### config.mk
export PLATFORM = sky130hd
export DESIGN_NAME = systolic_drain_flat
export DESIGN_NICKNAME = d
export VERILOG_FILES = /design/src/rtl/systolic_drain_if.sv /design/src/rtl/systolic_drain.sv /design/src/flat_wrapper.sv
export SDC_FILE = /design/constraint.sdc
export NUM_CORES = 1
export LEC_CHECK = 0
export CAP_MARGIN = 10
export CORE_ASPECT_RATIO = 0.5
export CORE_MARGIN = 8
export CORE_UTILIZATION = 30
export CTS_CLUSTER_DIAMETER = 100
export DETAILED_ROUTE_END_ITERATION = 12
export HOLD_SLACK_MARGIN = 0.02
export PLACE_DENSITY_LB_ADDON = 0.05
export SKIP_CTS_REPAIR_TIMING = 1
export SLEW_MARGIN = 10
export SYNTH_ARGS = -nofsm -noshare
export SYNTH_HDL_FRONTEND = slang
export SYNTH_SLANG_ARGS = --single-unit
### constraint.sdc
create_clock -name clock -period 5.2 [get_ports clock]
set_input_delay 0.52 -clock clock [delete_from_list [all_inputs] [get_ports clock]]
set_output_delay 0.52 -clock clock [all_outputs]
set_load 0.01 [all_outputs]
### src/rtl/systolic_drain_if.sv
// Output stream of the systolic column drain controller.
//   outData  : element data, bit-exact accumulator value
//   outValid : element present on outData
//   outReady : consumer accepts the element this cycle
//   outLast  : marks the final element of one drain
// master drives data/valid/last and samples ready; slave is the consumer.
interface systolic_drain_if #(
   parameter int unsigned W = 14
) ();
   logic [W-1:0] outData;
   logic         outValid;
   logic         outReady;
   logic         outLast;

   modport master (
      output outData,
      output outValid,
      output outLast,
      input  outReady
   );

   modport slave (
      input  outData,
      input  outValid,
      input  outLast,
      output outReady
   );
endinterface

### src/rtl/systolic_drain.sv
// Readout controller at the tail of a systolic PE column. On start it shifts the column out one
// PE per cycle, buffers each accumulator in a small FIFO and presents them bottom PE first as a
// valid/ready stream. The chain head is driven with zero so the column ends up cleared.
// Ports:
//   clock, reset   : sole clock, synchronous active-high reset
//   start          : drain request, honoured only when idle
//   mulBusy        : multiply phase in progress, holds off shifting
//   chainTail      : cOut of the last PE
//   chainHead      : cIn of the first PE, constant zero
//   enableShiftOut : registered shift enable to every PE
//   stream         : output stream (data/valid/last/ready)
//   busy           : drain or flush in progress
//   done           : one-cycle pulse when the drain has fully left the FIFO
module systolic_drain #(
   parameter int unsigned ROWS     = 8,
   parameter int unsigned EXP_OUT  = 5,
   parameter int unsigned FRAC_OUT = 8,
   parameter int unsigned DEPTH    = 4,
   localparam int unsigned W       = EXP_OUT + FRAC_OUT + 1
) (
   input  logic                 clock,
   input  logic                 reset,
   input  logic                 start,
   input  logic                 mulBusy,
   input  logic [W-1:0]         chainTail,
   output logic [W-1:0]         chainHead,
   output logic                 enableShiftOut,
   systolic_drain_if.master     stream,
   output logic                 busy,
   output logic                 done
);

   localparam int unsigned PtrW = (DEPTH > 1) ? $clog2(DEPTH) : 1;
   localparam int unsigned CntW = PtrW + 1;
   localparam int unsigned ShW  = $clog2(ROWS + 1);

   typedef enum logic [1:0] {StIdle, StDrain, StFlush} state_e;

   state_e            state_q, state_d;
   logic [ShW-1:0]    shifts_q, shifts_d;
   logic              en_q, en_d;
   logic              done_q, done_d;
   logic [PtrW-1:0]   wptr_q, rptr_q;
   logic [CntW-1:0]   count_q, count_d;
   logic [W-1:0]      mem_q [DEPTH];
   logic [DEPTH-1:0]  last_q;

   logic push, pop, valid, push_last;

   // The PEs shift on every edge where the enable is high, so that is also the capture edge.
   assign push      = en_q;
   assign valid     = (count_q != '0);
   assign pop       = valid && stream.outReady;
   assign push_last = (shifts_q == ShW'(ROWS - 1));

   always_comb begin
      state_d  = state_q;
      shifts_d = shifts_q;
      done_d   = 1'b0;
      case (state_q)
         StIdle: begin
            if (start) begin
               state_d  = StDrain;
               shifts_d = '0;
            end
         end
         StDrain: begin
            if (en_q) begin
               shifts_d = shifts_q + 1'b1;
            end
            if (shifts_d == ShW'(ROWS)) begin
               state_d = StFlush;
            end
         end
         StFlush: begin
            // Stay in FLUSH through the done cycle so a start coinciding with done is ignored.
            if (done_q) begin
               state_d = StIdle;
            end else if (count_q == '0) begin
               done_d = 1'b1;
            end
         end
         default: state_d = StIdle;
      endcase

      // Reserve a slot for the in-flight shift; pops are ignored, so a freed slot re-enables
      // shifting one cycle after the pop lands in count.
      en_d = (state_d == StDrain) && !mulBusy && (32'(shifts_d) < ROWS) &&
             ((32'(count_q) + 32'(en_q)) < DEPTH);

      case ({push, pop})
         2'b10:   count_d = count_q + 1'b1;
         2'b01:   count_d = count_q - 1'b1;
         default: count_d = count_q;
      endcase
   end

   always_ff @(posedge clock) begin
      if (reset) begin
         state_q  <= StIdle;
         shifts_q <= '0;
         en_q     <= 1'b0;
         done_q   <= 1'b0;
         wptr_q   <= '0;
         rptr_q   <= '0;
         count_q  <= '0;
      end else begin
         state_q  <= state_d;
         shifts_q <= shifts_d;
         en_q     <= en_d;
         done_q   <= done_d;
         count_q  <= count_d;
         if (push) begin
            wptr_q <= wptr_q + 1'b1;
         end
         if (pop) begin
            rptr_q <= rptr_q + 1'b1;
         end
      end
   end

   // Storage carries no reset; valid gates everything read from it.
   always_ff @(posedge clock) begin
      if (push && !reset) begin
         mem_q[wptr_q]  <= chainTail;
         last_q[wptr_q] <= push_last;
      end
   end

   assign stream.outValid = valid;
   assign stream.outData  = valid ? mem_q[rptr_q] : '0;
   assign stream.outLast  = valid && last_q[rptr_q];
   assign enableShiftOut  = en_q;
   assign chainHead       = '0;
   assign busy            = (state_q != StIdle);
   assign done            = done_q;

endmodule
### src/flat_wrapper.sv
// flat-port wrapper written by rule: the top's interface ports become plain ports
module systolic_drain_flat 
#(
   parameter int unsigned ROWS     = 8,
   parameter int unsigned EXP_OUT  = 5,
   parameter int unsigned FRAC_OUT = 8,
   parameter int unsigned DEPTH    = 4,
   localparam int unsigned W       = EXP_OUT + FRAC_OUT + 1
)
  (clock, reset, start, mulBusy, chainTail, chainHead, enableShiftOut, busy, done, stream_outData, stream_outValid, stream_outLast, stream_outReady);
  systolic_drain_if stream_i ();
  input  logic clock;
  input  logic reset;
  input  logic start;
  input  logic mulBusy;
  input  logic [W-1:0] chainTail;
  output logic [W-1:0] chainHead;
  output logic enableShiftOut;
  output logic busy;
  output logic done;
  output wire logic [$bits(stream_i.outData)-1:0] stream_outData;
  output wire logic [$bits(stream_i.outValid)-1:0] stream_outValid;
  output wire logic [$bits(stream_i.outLast)-1:0] stream_outLast;
  input wire logic [$bits(stream_i.outReady)-1:0] stream_outReady;
  assign stream_outData = stream_i.outData;
  assign stream_outValid = stream_i.outValid;
  assign stream_outLast = stream_i.outLast;
  assign stream_i.outReady = stream_outReady;
  systolic_drain #(.ROWS(ROWS), .EXP_OUT(EXP_OUT), .FRAC_OUT(FRAC_OUT), .DEPTH(DEPTH)) u_core (.clock(clock), .reset(reset), .start(start), .mulBusy(mulBusy), .chainTail(chainTail), .chainHead(chainHead), .enableShiftOut(enableShiftOut), .stream(stream_i), .busy(busy), .done(done));
endmodule
==> results of run 1 <==
## through the flow
stage                     setup slack (ns)  hold slack (ns)
after floorplan                      3.230           0.4658
after global placement               2.352           0.4924
after detailed placement             2.350           0.5016
after CTS                            1.989           0.5114
after global routing                 1.853           0.5289
final                                2.100           0.5121
## layout make-up
class | instances | share of cell area [%]
Sequential cell | 77 | 52.53
Clock buffer | 9 | 5.523
Clock inverter | 7 | 3.958
Timing Repair Buffer | 37 | 9.083
Tap cell | 145 | 4.449
Multi-Input combinational cell | 112 | 23.81
Inverter | 7 | 0.6444
## logic make-up after synthesis
group / synth area share (%)
buffers and inverters: 5.880
AND/OR/NAND/NOR: 8.493
flip-flops: 65.80
multiplexers: 12.14
XOR/XNOR: 1.576
AO/OA/AOI/OAI: 3.075
adder cells (fa/ha/maj): 2.921
other: 0.1152
## cell usage after synthesis (2+ instances only)
master and number:
nand2_1 4, mux2_2 2, dfxtp_1 17, a21oi_1 2, clkbuf_1 3, mux4_2 11
buf_4 15, nor4_1 2, edfxtp_1 60, a22oi_1 4, nor2_1 18, nor2b_1 2
mux2i_1 2, buf_2 2, ha_1 6, xor2_1 3, mux4_1 4, or3_1 2
a31o_2 2, and2_1 19, inv_1 7
## critical path: stages (launching register included)
cell and delay (ns):
dfxtp_1 0.94, mux4_1 0.65, and2_1 0.18, clkdlybuf4s50_1 0.48
## state kept, by name, summed over array words and instances (netlist names), 2 cells and up, named ones only
| register | flops |
|---|---|
| u_core.last_q | 4 |
| u_core.state_q | 2 |
| u_core.shifts_q | 4 |
| u_core.count_q | 3 |
| u_core.wptr_q | 2 |
| u_core.mem_q | 56 |
| u_core.rptr_q | 2 |
## how the worst min path moves through the flow
stage                      start                 to  cells after the start
6_report       u_core.count_q[2]  u_core.count_q[2]                      2
5_1_grt        u_core.count_q[2]  u_core.count_q[2]                      2
4_1_cts        u_core.count_q[2]  u_core.count_q[2]                      2
3_5_place_dp   u_core.count_q[2]  u_core.count_q[2]                      2
3_3_place_gp   u_core.count_q[2]  u_core.count_q[2]                      2
2_1_floorplan  u_core.count_q[2]  u_core.count_q[2]                      2
## where the power goes
| part | switching (mW) | total (mW) | leakage (nW) | internal [mW] |
|---|---|---|---|---|
| Sequential | 0.0506 | 0.738 | 0.687 | 0.687 |
| Combinational | 0.181 | 0.425 | 0.508 | 0.244 |
| Clock | 0.234 | 0.798 | 0.183 | 0.564 |
## routing by layer
metal / up-vias / GRT usage [%]
met4: 0 / 3.719
met2: 47 / 12.37
met1: 832 / 13.03
li1: 817 / -
met5: - / 0
met3: 5 / 3.958
==> flow_summary.html, run 1 <==
<table>
<tr><th>Metric</th><th>Value</th></tr>
<tr><th colspan="2">Floorplanning</th></tr>
<tr><td>Die outline area</td><td>14640 sq um</td></tr>
<tr><td>Core box area</td><td>10780 sq um</td></tr>
<tr><td>Overall die width</td><td>163.3 um</td></tr>
<tr><td>Initial cell density of the core</td><td>30.21%</td></tr>
<tr><td>Number of ports placed on the die boundary</td><td>52</td></tr>
<tr><td>Core Rows</td><td>27</td></tr>
<tr><td>Height of the die</td><td>89.66 um</td></tr>
<tr><th colspan="2">Global route</th></tr>
<tr><td>GRT Resource Usage Total</td><td>9.336%</td></tr>
<tr><td>Remaining global-route overflow</td><td>0</td></tr>
<tr><td>Pin count of the biggest net entering global routing</td><td>20</td></tr>
<tr><td>Via count of the first global-routing pass</td><td>1663</td></tr>
<tr><td>Wire length of the first global-routing pass</td><td>9860 um</td></tr>
<tr><td>Number of antenna violations at the first check in global routing</td><td>0</td></tr>
<tr><th colspan="2">Timing</th></tr>
<tr><td>Time the final worst path needs with I/O delays and setup</td><td>3.100 ns</td></tr>
<tr><td>Final count of pins violating max slew</td><td>0</td></tr>
<tr><td>Setup-failing EPs final</td><td>0</td></tr>
<tr><td>Hold violation count in the final report</td><td>0</td></tr>
<tr><td>Aggregate negative setup slack</td><td>0 ns</td></tr>
<tr><td>Highest Clock Rate</td><td>322.5 MHz</td></tr>
<tr><td>Max transition margin</td><td>36.81%</td></tr>
<tr><td>Unrepaired setup endpoints after global routing</td><td>false</td></tr>
<tr><td>Worst setup skew after layout</td><td>0.002719 ns</td></tr>
<tr><td>Transition time at the pin with the least slew margin</td><td>0.9465 ns</td></tr>
<tr><td>Period utilization</td><td>59.62%</td></tr>
<tr><th colspan="2">Setup path</th></tr>
<tr><td>Critical-path maximum fanout</td><td>14</td></tr>
<tr><td>Arr. time, crit path</td><td>2.58 ns</td></tr>
<tr><td>Worst R2R Start</td><td>u_core.count_q[0]</td></tr>
<tr><td>CP required</td><td>4.68 ns</td></tr>
<tr><td>Cells on worst reg2reg path</td><td>8</td></tr>
<tr><td>Crit path kind</td><td>register to primary output</td></tr>
<tr><td>Nature of the critical path startpoint</td><td>register</td></tr>
<tr><td>Terminus of the critical flop-to-flop path</td><td>u_core.count_q[2]</td></tr>
<tr><td>Type of destination of the critical path</td><td>primary output</td></tr>
<tr><td>Reg2reg setup slack</td><td>2.60 ns</td></tr>
<tr><td>Worst setup path endpoint</td><td>stream_outData[0]</td></tr>
<tr><th colspan="2">Routing</th></tr>
<tr><td>Vias/cell</td><td>4.317</td></tr>
<tr><td>Drt first-iter violations</td><td>68</td></tr>
<tr><td>Uppermost layer routed</td><td>met4</td></tr>
<tr><td>Wire length per cell</td><td>16.32 um</td></tr>
<tr><td>Drt drc</td><td>0</td></tr>
<tr><td>Via count</td><td>1701</td></tr>
<tr><td>Wire length on met3</td><td>393 um</td></tr>
<tr><td>Overall routed net length</td><td>6432 um</td></tr>
<tr><td>Met1 WL</td><td>3331 um</td></tr>
<tr><td>Routed Antenna Nets</td><td>0</td></tr>
<tr><td>Total length of routed met2 wires</td><td>2637 um</td></tr>
<tr><td>Number of optimization iterations in the first detailed-route pass</td><td>4</td></tr>
<tr><th colspan="2">Yosys</th></tr>
<tr><td>Synth Cell Area</td><td>3256 sq um</td></tr>
<tr><td>Sequential fraction of the synthesis area</td><td>65.80%</td></tr>
<tr><td>Synth top area share</td><td>55.34%</td></tr>
<tr><td>Count of flip-flops with a built-in enable after synthesis</td><td>60</td></tr>
<tr><td>Leading area contributor after synthesis</td><td>edfxtp_1</td></tr>
<tr><td>Post-synthesis async set-or-reset flop share</td><td>0%</td></tr>
<tr><td>Yosys cell types</td><td>39</td></tr>
<tr><td>Leading post-synthesis cells by cell area</td><td>edfxtp_1 55%, dfxtp_1 10%, mux4_2 7.6%</td></tr>
<tr><td>Synthesized instance count</td><td>205</td></tr>
<tr><td>Top flip-flop cell by instance count after synthesis</td><td>edfxtp_1</td></tr>
<tr><td>Synthesis warning total</td><td>0</td></tr>
<tr><td>Avg Cell Area, Syn</td><td>15.88 sq um</td></tr>
<tr><td>Count of state elements after synthesis</td><td>77</td></tr>
<tr><th colspan="2">Clock tree</th></tr>
<tr><td>Maximum buffer depth of the clock tree</td><td>2</td></tr>
<tr><td>Clk Tree Root Cell</td><td>clkbuf_16</td></tr>
<tr><td>H-tree levels</td><td>3</td></tr>
<tr><td>Clock insertion delay at the later pin of the skew report</td><td>0.33 ns</td></tr>
<tr><td>Total clock buffers created by CTS</td><td>9</td></tr>
<tr><td>CTS tree</td><td>yes</td></tr>
<tr><td>Number of clock sinks</td><td>77</td></tr>
<tr><td>Clock edge transition at the registers on the reported setup and hold paths</td><td>0.06 ns</td></tr>
<tr><th colspan="2">Placement</th></tr>
<tr><td>Half-perimeter wire length of the detailed placement result</td><td>4377 um</td></tr>
<tr><td>Quantity of I/O buffers inserted on ports</td><td>37</td></tr>
<tr><td>Last weighted congestion value of the routability-driven placer</td><td>0.6824</td></tr>
<tr><td>Area after DPL</td><td>3691 sq um</td></tr>
<tr><td>Number of cells in the design after placement</td><td>378</td></tr>
<tr><th colspan="2">Finish</th></tr>
<tr><td>Fraction of final layout cells with drive strength greater than 1</td><td>13.25%</td></tr>
<tr><td>Most frequent standard cell in the layout excluding fill and tap cells</td><td>edfxtp_1</td></tr>
<tr><td>Final Instance Count excl. Fillers</td><td>394</td></tr>
<tr><td>Area taken by multi-input logic gates</td><td>970.9 sq um</td></tr>
<tr><td>Commonest cells after routing, fill and taps aside</td><td>60 x edfxtp_1, 37 x clkdlybuf4s50_1, 19 x and2_1, 18 x nor2_1, 17 x dfxtp_1</td></tr>
<tr><td>Design Area, Final</td><td>4078 sq um</td></tr>
<tr><td>Total area of sequential cells</td><td>2142 sq um</td></tr>
<tr><td>Fin nets</td><td>270</td></tr>
<tr><td>Antenna cells</td><td>0</td></tr>
<tr><td>Layout fillers</td><td>987</td></tr>
<tr><td>Post-layout util</td><td>37.84%</td></tr>
<tr><td>Area growth from synthesis to final layout</td><td>25.25%</td></tr>
<tr><th colspan="2">Power</th></tr>
<tr><td>Total Power Consumption</td><td>1.961 mW</td></tr>
<tr><td>Cell Pwr Density</td><td>480.9 nW/um^2</td></tr>
<tr><td>Max VDD drop</td><td>0.1752 mV</td></tr>
<tr><td>Static leakage</td><td>1.378 nW</td></tr>
<tr><th colspan="2">Flow run</th></tr>
<tr><td>Number of violations of the max-capacitance limit</td><td>0</td></tr>
<tr><th colspan="2">Run status</th></tr>
<tr><td>Result of the run</td><td>finished clean</td></tr>
<tr><th colspan="2">Worst hold path</th></tr>
<tr><td>Type of the tightest min-delay check</td><td>register to register</td></tr>
</table>
(Power assumes the default switching activity.)
==> run 2, diff against run 1 <==
==> constraint.sdc (replaced) <==
create_clock -name clock -period 3.15 [get_ports clock]
set_input_delay 0.315 -clock clock [delete_from_list [all_inputs] [get_ports clock]]
set_output_delay 0.315 -clock clock [all_outputs]
set_load 0.01 [all_outputs]
==> run 2 against run 1 <==
Effect of this change:
- final area shrank 0.31%
- register-to-register slack lost 1.4 ns
- die area is the same
- cell count grew 1.8%
- clock skew grew 0.0043 ns
- power grew 55%
- count of clock-buffer cells in the layout is the same
- clock power grew 35%
- sequential share of layout area grew 0.16 points
- core utilization shrank 0.12 points
- sequential power grew 61%
- combinational power grew 80%
- largest cell class unchanged
==> flow_summary.html, run 2 (synthesized netlist as in run 1, its figures left out) <==
<table>
<tr><th>Metric</th><th>Value</th></tr>
<tr><th colspan="2">Worst hold path</th></tr>
<tr><td>Count of cells along the worst hold path</td><td>2</td></tr>
<tr><td>Type of the tightest min-delay check</td><td>register to register</td></tr>
<tr><th colspan="2">Finish</th></tr>
<tr><td>Layout fillers</td><td>1046</td></tr>
<tr><td>Most frequent standard cell in the layout excluding fill and tap cells</td><td>edfxtp_1</td></tr>
<tr><td>Max reg flops</td><td>56</td></tr>
<tr><td>Largest registers in the final layout</td><td>u_core.mem_q: 56 flops, u_core.last_q: 4 flops, u_core.shifts_q: 4 flops</td></tr>
<tr><td>Fraction of final layout cells with drive strength greater than 1</td><td>16.02%</td></tr>
<tr><td>Antenna cells</td><td>0</td></tr>
<tr><td>Area taken by multi-input logic gates</td><td>970.9 sq um</td></tr>
<tr><td>Final Instance Count excl. Fillers</td><td>401</td></tr>
<tr><td>Register name with the most flops</td><td>u_core.mem_q</td></tr>
<tr><td>Post-layout util</td><td>37.72%</td></tr>
<tr><td>Commonest cells after routing, fill and taps aside</td><td>60 x edfxtp_1, 37 x clkdlybuf4s50_1, 19 x and2_1, 18 x nor2_1, 17 x dfxtp_1</td></tr>
<tr><td>Area growth from synthesis to final layout</td><td>24.87%</td></tr>
<tr><td>Total area of sequential cells</td><td>2142 sq um</td></tr>
<tr><td>Fin nets</td><td>278</td></tr>
<tr><th colspan="2">Routing</th></tr>
<tr><td>Overall routed net length</td><td>6701 um</td></tr>
<tr><td>Vias/cell</td><td>4.347</td></tr>
<tr><td>Number of optimization iterations in the first detailed-route pass</td><td>4</td></tr>
<tr><td>Via count</td><td>1743</td></tr>
<tr><td>Drt drc</td><td>0</td></tr>
<tr><td>Routed Antenna Nets</td><td>0</td></tr>
<tr><td>Wire length per cell</td><td>16.71 um</td></tr>
<tr><td>Drt first-iter violations</td><td>104</td></tr>
<tr><th colspan="2">Timing</th></tr>
<tr><td>Unrepaired setup endpoints after global routing</td><td>false</td></tr>
<tr><td>Hold violation count in the final report</td><td>0</td></tr>
<tr><td>Aggregate negative setup slack</td><td>0 ns</td></tr>
<tr><td>Max transition margin</td><td>45.58%</td></tr>
<tr><td>Highest Clock Rate</td><td>366.1 MHz</td></tr>
<tr><td>Time the final worst path needs with I/O delays and setup</td><td>2.731 ns</td></tr>
<tr><td>Transition time at the pin with the least slew margin</td><td>0.8152 ns</td></tr>
<tr><td>Period utilization</td><td>86.71%</td></tr>
<tr><td>Final count of pins violating max slew</td><td>0</td></tr>
<tr><td>Setup-failing EPs final</td><td>0</td></tr>
<tr><td>Worst setup skew after layout</td><td>0.007058 ns</td></tr>
<tr><th colspan="2">Placement</th></tr>
<tr><td>Number of cells in the design after placement</td><td>386</td></tr>
<tr><td>Half-perimeter wire length of the detailed placement result</td><td>4670 um</td></tr>
<tr><td>Quantity of I/O buffers inserted on ports</td><td>37</td></tr>
<tr><td>Last weighted congestion value of the routability-driven placer</td><td>0.6894</td></tr>
<tr><th colspan="2">Global route</th></tr>
<tr><td>Pin count of the biggest net entering global routing</td><td>19</td></tr>
<tr><td>Via count of the first global-routing pass</td><td>1832</td></tr>
<tr><td>GRT Resource Usage Total</td><td>9.977%</td></tr>
<tr><td>Number of antenna violations at the first check in global routing</td><td>0</td></tr>
<tr><td>Remaining global-route overflow</td><td>0</td></tr>
<tr><td>Wire length of the first global-routing pass</td><td>10520 um</td></tr>
<tr><th colspan="2">Clock tree</th></tr>
<tr><td>Total clock buffers created by CTS</td><td>9</td></tr>
<tr><td>Maximum buffer depth of the clock tree</td><td>2</td></tr>
<tr><td>H-tree levels</td><td>3</td></tr>
<tr><td>Number of clock sinks</td><td>77</td></tr>
<tr><td>Clock insertion delay at the later pin of the skew report</td><td>0.33 ns</td></tr>
<tr><td>Clk Tree Root Cell</td><td>clkbuf_16</td></tr>
<tr><td>Clock edge transition at the registers on the reported setup and hold paths</td><td>0.06 ns</td></tr>
<tr><td>CTS tree</td><td>yes</td></tr>
<tr><th colspan="2">Power</th></tr>
<tr><td>Total Power Consumption</td><td>3.039 mW</td></tr>
<tr><td>Cell Pwr Density</td><td>747.5 nW/um^2</td></tr>
<tr><td>Static leakage</td><td>1.385 nW</td></tr>
<tr><td>Max VDD drop</td><td>0.2863 mV</td></tr>
<tr><th colspan="2">Setup path</th></tr>
<tr><td>Crit path kind</td><td>register to primary output</td></tr>
<tr><td>Cells on worst reg2reg path</td><td>8</td></tr>
<tr><td>Type of destination of the critical path</td><td>primary output</td></tr>
<tr><td>Nature of the critical path startpoint</td><td>register</td></tr>
<tr><td>CP required</td><td>2.83 ns</td></tr>
<tr><td>Arr. time, crit path</td><td>2.42 ns</td></tr>
<tr><td>Critical-path maximum fanout</td><td>9</td></tr>
<tr><th colspan="2">Floorplanning</th></tr>
<tr><td>Initial cell density of the core</td><td>30.21%</td></tr>
<tr><td>Core box area</td><td>10780 sq um</td></tr>
<tr><td>Core Rows</td><td>27</td></tr>
<tr><td>Overall die width</td><td>163.3 um</td></tr>
<tr><td>Number of ports placed on the die boundary</td><td>52</td></tr>
<tr><td>Die outline area</td><td>14640 sq um</td></tr>
<tr><td>Height of the die</td><td>89.66 um</td></tr>
<tr><th colspan="2">Flow run</th></tr>
<tr><td>Number of violations of the max-capacitance limit</td><td>0</td></tr>
<tr><th colspan="2">Run status</th></tr>
<tr><td>Result of the run</td><td>finished clean</td></tr>
</table>
run 2: cell count changes in the layout (fill, tap and decap cells not counted), sizes merged:
| cell | before | now |
|---|---|---|
| bufinv | 5 | 2 |
| clkinvlp | 1 | 2 |
| clkinv | 1 | 2 |
| buf | 0 | 8 |
run 2: metal layers:
layer / share of wire, % / vias up / GRT usage (%)
met5: 0 / - / 0
met4: 1.3 / 0 / 3.719
li1: - / 830 / -
met2: 40 / 33 / 12.97
met1: 53 / 872 / 14.14
met3: 5.6 / 8 / 4.322
run 2: cell type report:
type,count,share of cell area [%]
Inverter,7,0.6464
Clock buffer,9,5.540
Multi-Input combinational cell,112,23.88
Tap cell,145,4.463
Timing Repair Buffer,45,10.59
Sequential cell,77,52.69
Clock inverter,6,2.185
run 2: per-stage QoR:
stage / setup WS (ns) / cell area (sq um) / hold WS, ns
finish: 0.4187 / 4065 / 0.5104
global route: 0.2846 / 4065 / 0.5439
CTS: 0.3638 / 4065 / 0.5136
detailed placement: 0.7324 / 3751 / 0.5054
global placement: 0.7867 / 3751 / 0.5008
floorplan: 1.180 / 3304 / 0.4139
run 2: worst paths after layout:
| path | start | to | slack [ns] |
|---|---|---|---|
| min reg2reg | u_core.count_q[2] | u_core.count_q[2] | 0.51 |
| min | u_core.count_q[2] | u_core.count_q[2] | 0.51 |
| max | register | stream_outData[1] | 0.42 |
| max reg2reg | u_core.count_q[0] | u_core.count_q[2] | 1.21 |
run 2: worst max-delay path, stage by stage, from the launching register on:
cell and delay, ns:
dfxtp_1 0.56, buf_4 0.31, mux4_1 0.56, and2_1 0.17, clkdlybuf4s50_1 0.48
run 2: power by group:
group	total, mW	switching, mW	internal, mW
logic	0.764	0.337	0.427
registers	1.19	0.0595	1.13
clock network	1.08	0.393	0.688
total	3.04	0.790	2.25
==> patch, RTL diff (config.mk and constraints of run 2) <==
Take the reset off `shifts_q` and load it in a clocked block of its own.
--- a/src/rtl/systolic_drain.sv
+++ b/src/rtl/systolic_drain.sv
@@ -98,7 +98,6 @@
    always_ff @(posedge clock) begin
       if (reset) begin
          state_q  <= StIdle;
-         shifts_q <= '0;
          en_q     <= 1'b0;
          done_q   <= 1'b0;
          wptr_q   <= '0;
@@ -106,7 +105,6 @@
          count_q  <= '0;
       end else begin
          state_q  <= state_d;
-         shifts_q <= shifts_d;
          en_q     <= en_d;
          done_q   <= done_d;
          count_q  <= count_d;
@@ -117,6 +115,10 @@
             rptr_q <= rptr_q + 1'b1;
          end
       end
+   end
+
+   always_ff @(posedge clock) begin
+      shifts_q <= shifts_d;
    end
 
    // Storage carries no reset; valid gates everything read from it.
Formal check against the unedited RTL: no difference found for any inputs over 10 cycles, from zero or initial values and one cycle with reset high; that may be too few to reach the edited logic, so the function may still have changed.
==> patch against run 2 <==
Clock skew fell by 0.0035 ns; setup slack improved by 0.27 ns; routed wire length fell by 9.4%; total power fell by 1.3%; sequential cell count did not move; fmax rose by 11%; cell area fell by 0.62%; global-route usage fell by 0.99 points; count of clock-buffer cells in the layout rose by 1; area after synthesis fell by 1.3%; first-iteration DRC count fell by 63%; register-to-register slack got worse by 0.07 ns.
==> patch: results (changes against run 2) <==
| Metric | Value |
|---|---|
| GR Util met3 | `0.0418 (-0.00140)` |
| IO buf count | `37 (unchanged)` |
| DR iter-0 viols | `38 (-63%)` |
| VDD IR max | `0.240 mV (-16%)` |
| Wl on met1 | `2580 µm (-28%)` |
| NumNets Final | `271 (-2.5%)` |
| Global Route Usage Sum | `0.0899 (-0.00991)` |
| Wire length on met3 | `422 µm (+13%)` |
| Combinational power | `0.747 mW (-2%)` |
| Post-synth top cells | `edfxtp_1 (63), and2_1 (20), buf_4 (15), mux4_2 (15), nor2_1 (15)` |
| Total Power | `3.00 mW (-1.3%)` |
| Vias in the first global route | `1740 (-5.0%)` |
| Dpl hpwl | `4110 µm (-12%)` |
| Post-DP Area | `3720 µm² (-0.73%)` |
| Met1 Track Usage GR | `0.0992 (-0.0422)` |
| Fill cells | `986 (-5.7%)` |
| Complex-gate fraction of the synthesized area | `0.0175 (-0.0132)` |
| Pleak | `1.37 nW (-1.0%)` |
| Crit-path max FO | `14 (+5)` |
| GR met2 Demand/Resource | `0.152 (+0.0225)` |
| Post-Synth Adder-Cell Area | `0.0296 (+0.000387)` |
| First-pass GRT wire length | `9410 µm (-10%)` |
| Layout cells sized above 1 | `0.168 (+0.00784)` |
| Post-synthesis xor/xnor area fraction | `0.0245 (+0.00878)` |
| Via/cell ratio | `4.29 (-1.3%)` |
| Place WS | `0.843 ns (+0.111 ns)` |
| Gpl congestion | `0.646 (-6.2%)` |
| Status | `finished, final reports clean` |
| Synth cell types | `33 (-15%)` |
| Net Sw Power | `0.756 mW (-4.3%)` |
| Post-synth EDFFs | `63 (+5.0%)` |
| Detail Route met2 WL | `3000 µm (+13%)` |
| Final cell count without fillers | `390 (-2.7%)` |
## patch: final timing paths
path | slack [ns] | from | cells past startpoint | to
hold reg to reg | 0.52 | u_core.state_q[1]$_SDFF_PP0_ | 1 | u_core.state_q[1]$_SDFF_PP0_
setup / recovery | 0.69 | register | 4 | stream_outData[5]
setup reg to reg | 1.14 | u_core.count_q[0]$_SDFFE_PP0P_ | 8 | u_core.count_q[2]$_SDFFE_PP0P_
hold / removal | 0.52 | u_core.state_q[1]$_SDFF_PP0_ | 1 | u_core.state_q[1]$_SDFF_PP0_
## patch: worst max-delay path: stages (launching register included)
cell	delay (ns)
dfxtp_1	0.31
buf_4	0.30
mux4_2	0.56
and2_1	0.17
clkdlybuf4s50_1	0.47
## patch: final cells by class
class                   instances  area [µm²]  share of cell area
clock buffers                  10         229              0.0567
flip-flops and latches         77        2170               0.538
inverters                       7        26.3             0.00650
clock inverters                 6        87.6              0.0217
multi-input cells             105         920               0.228
repair buffers                 45         430               0.107
well taps                     140         175              0.0434
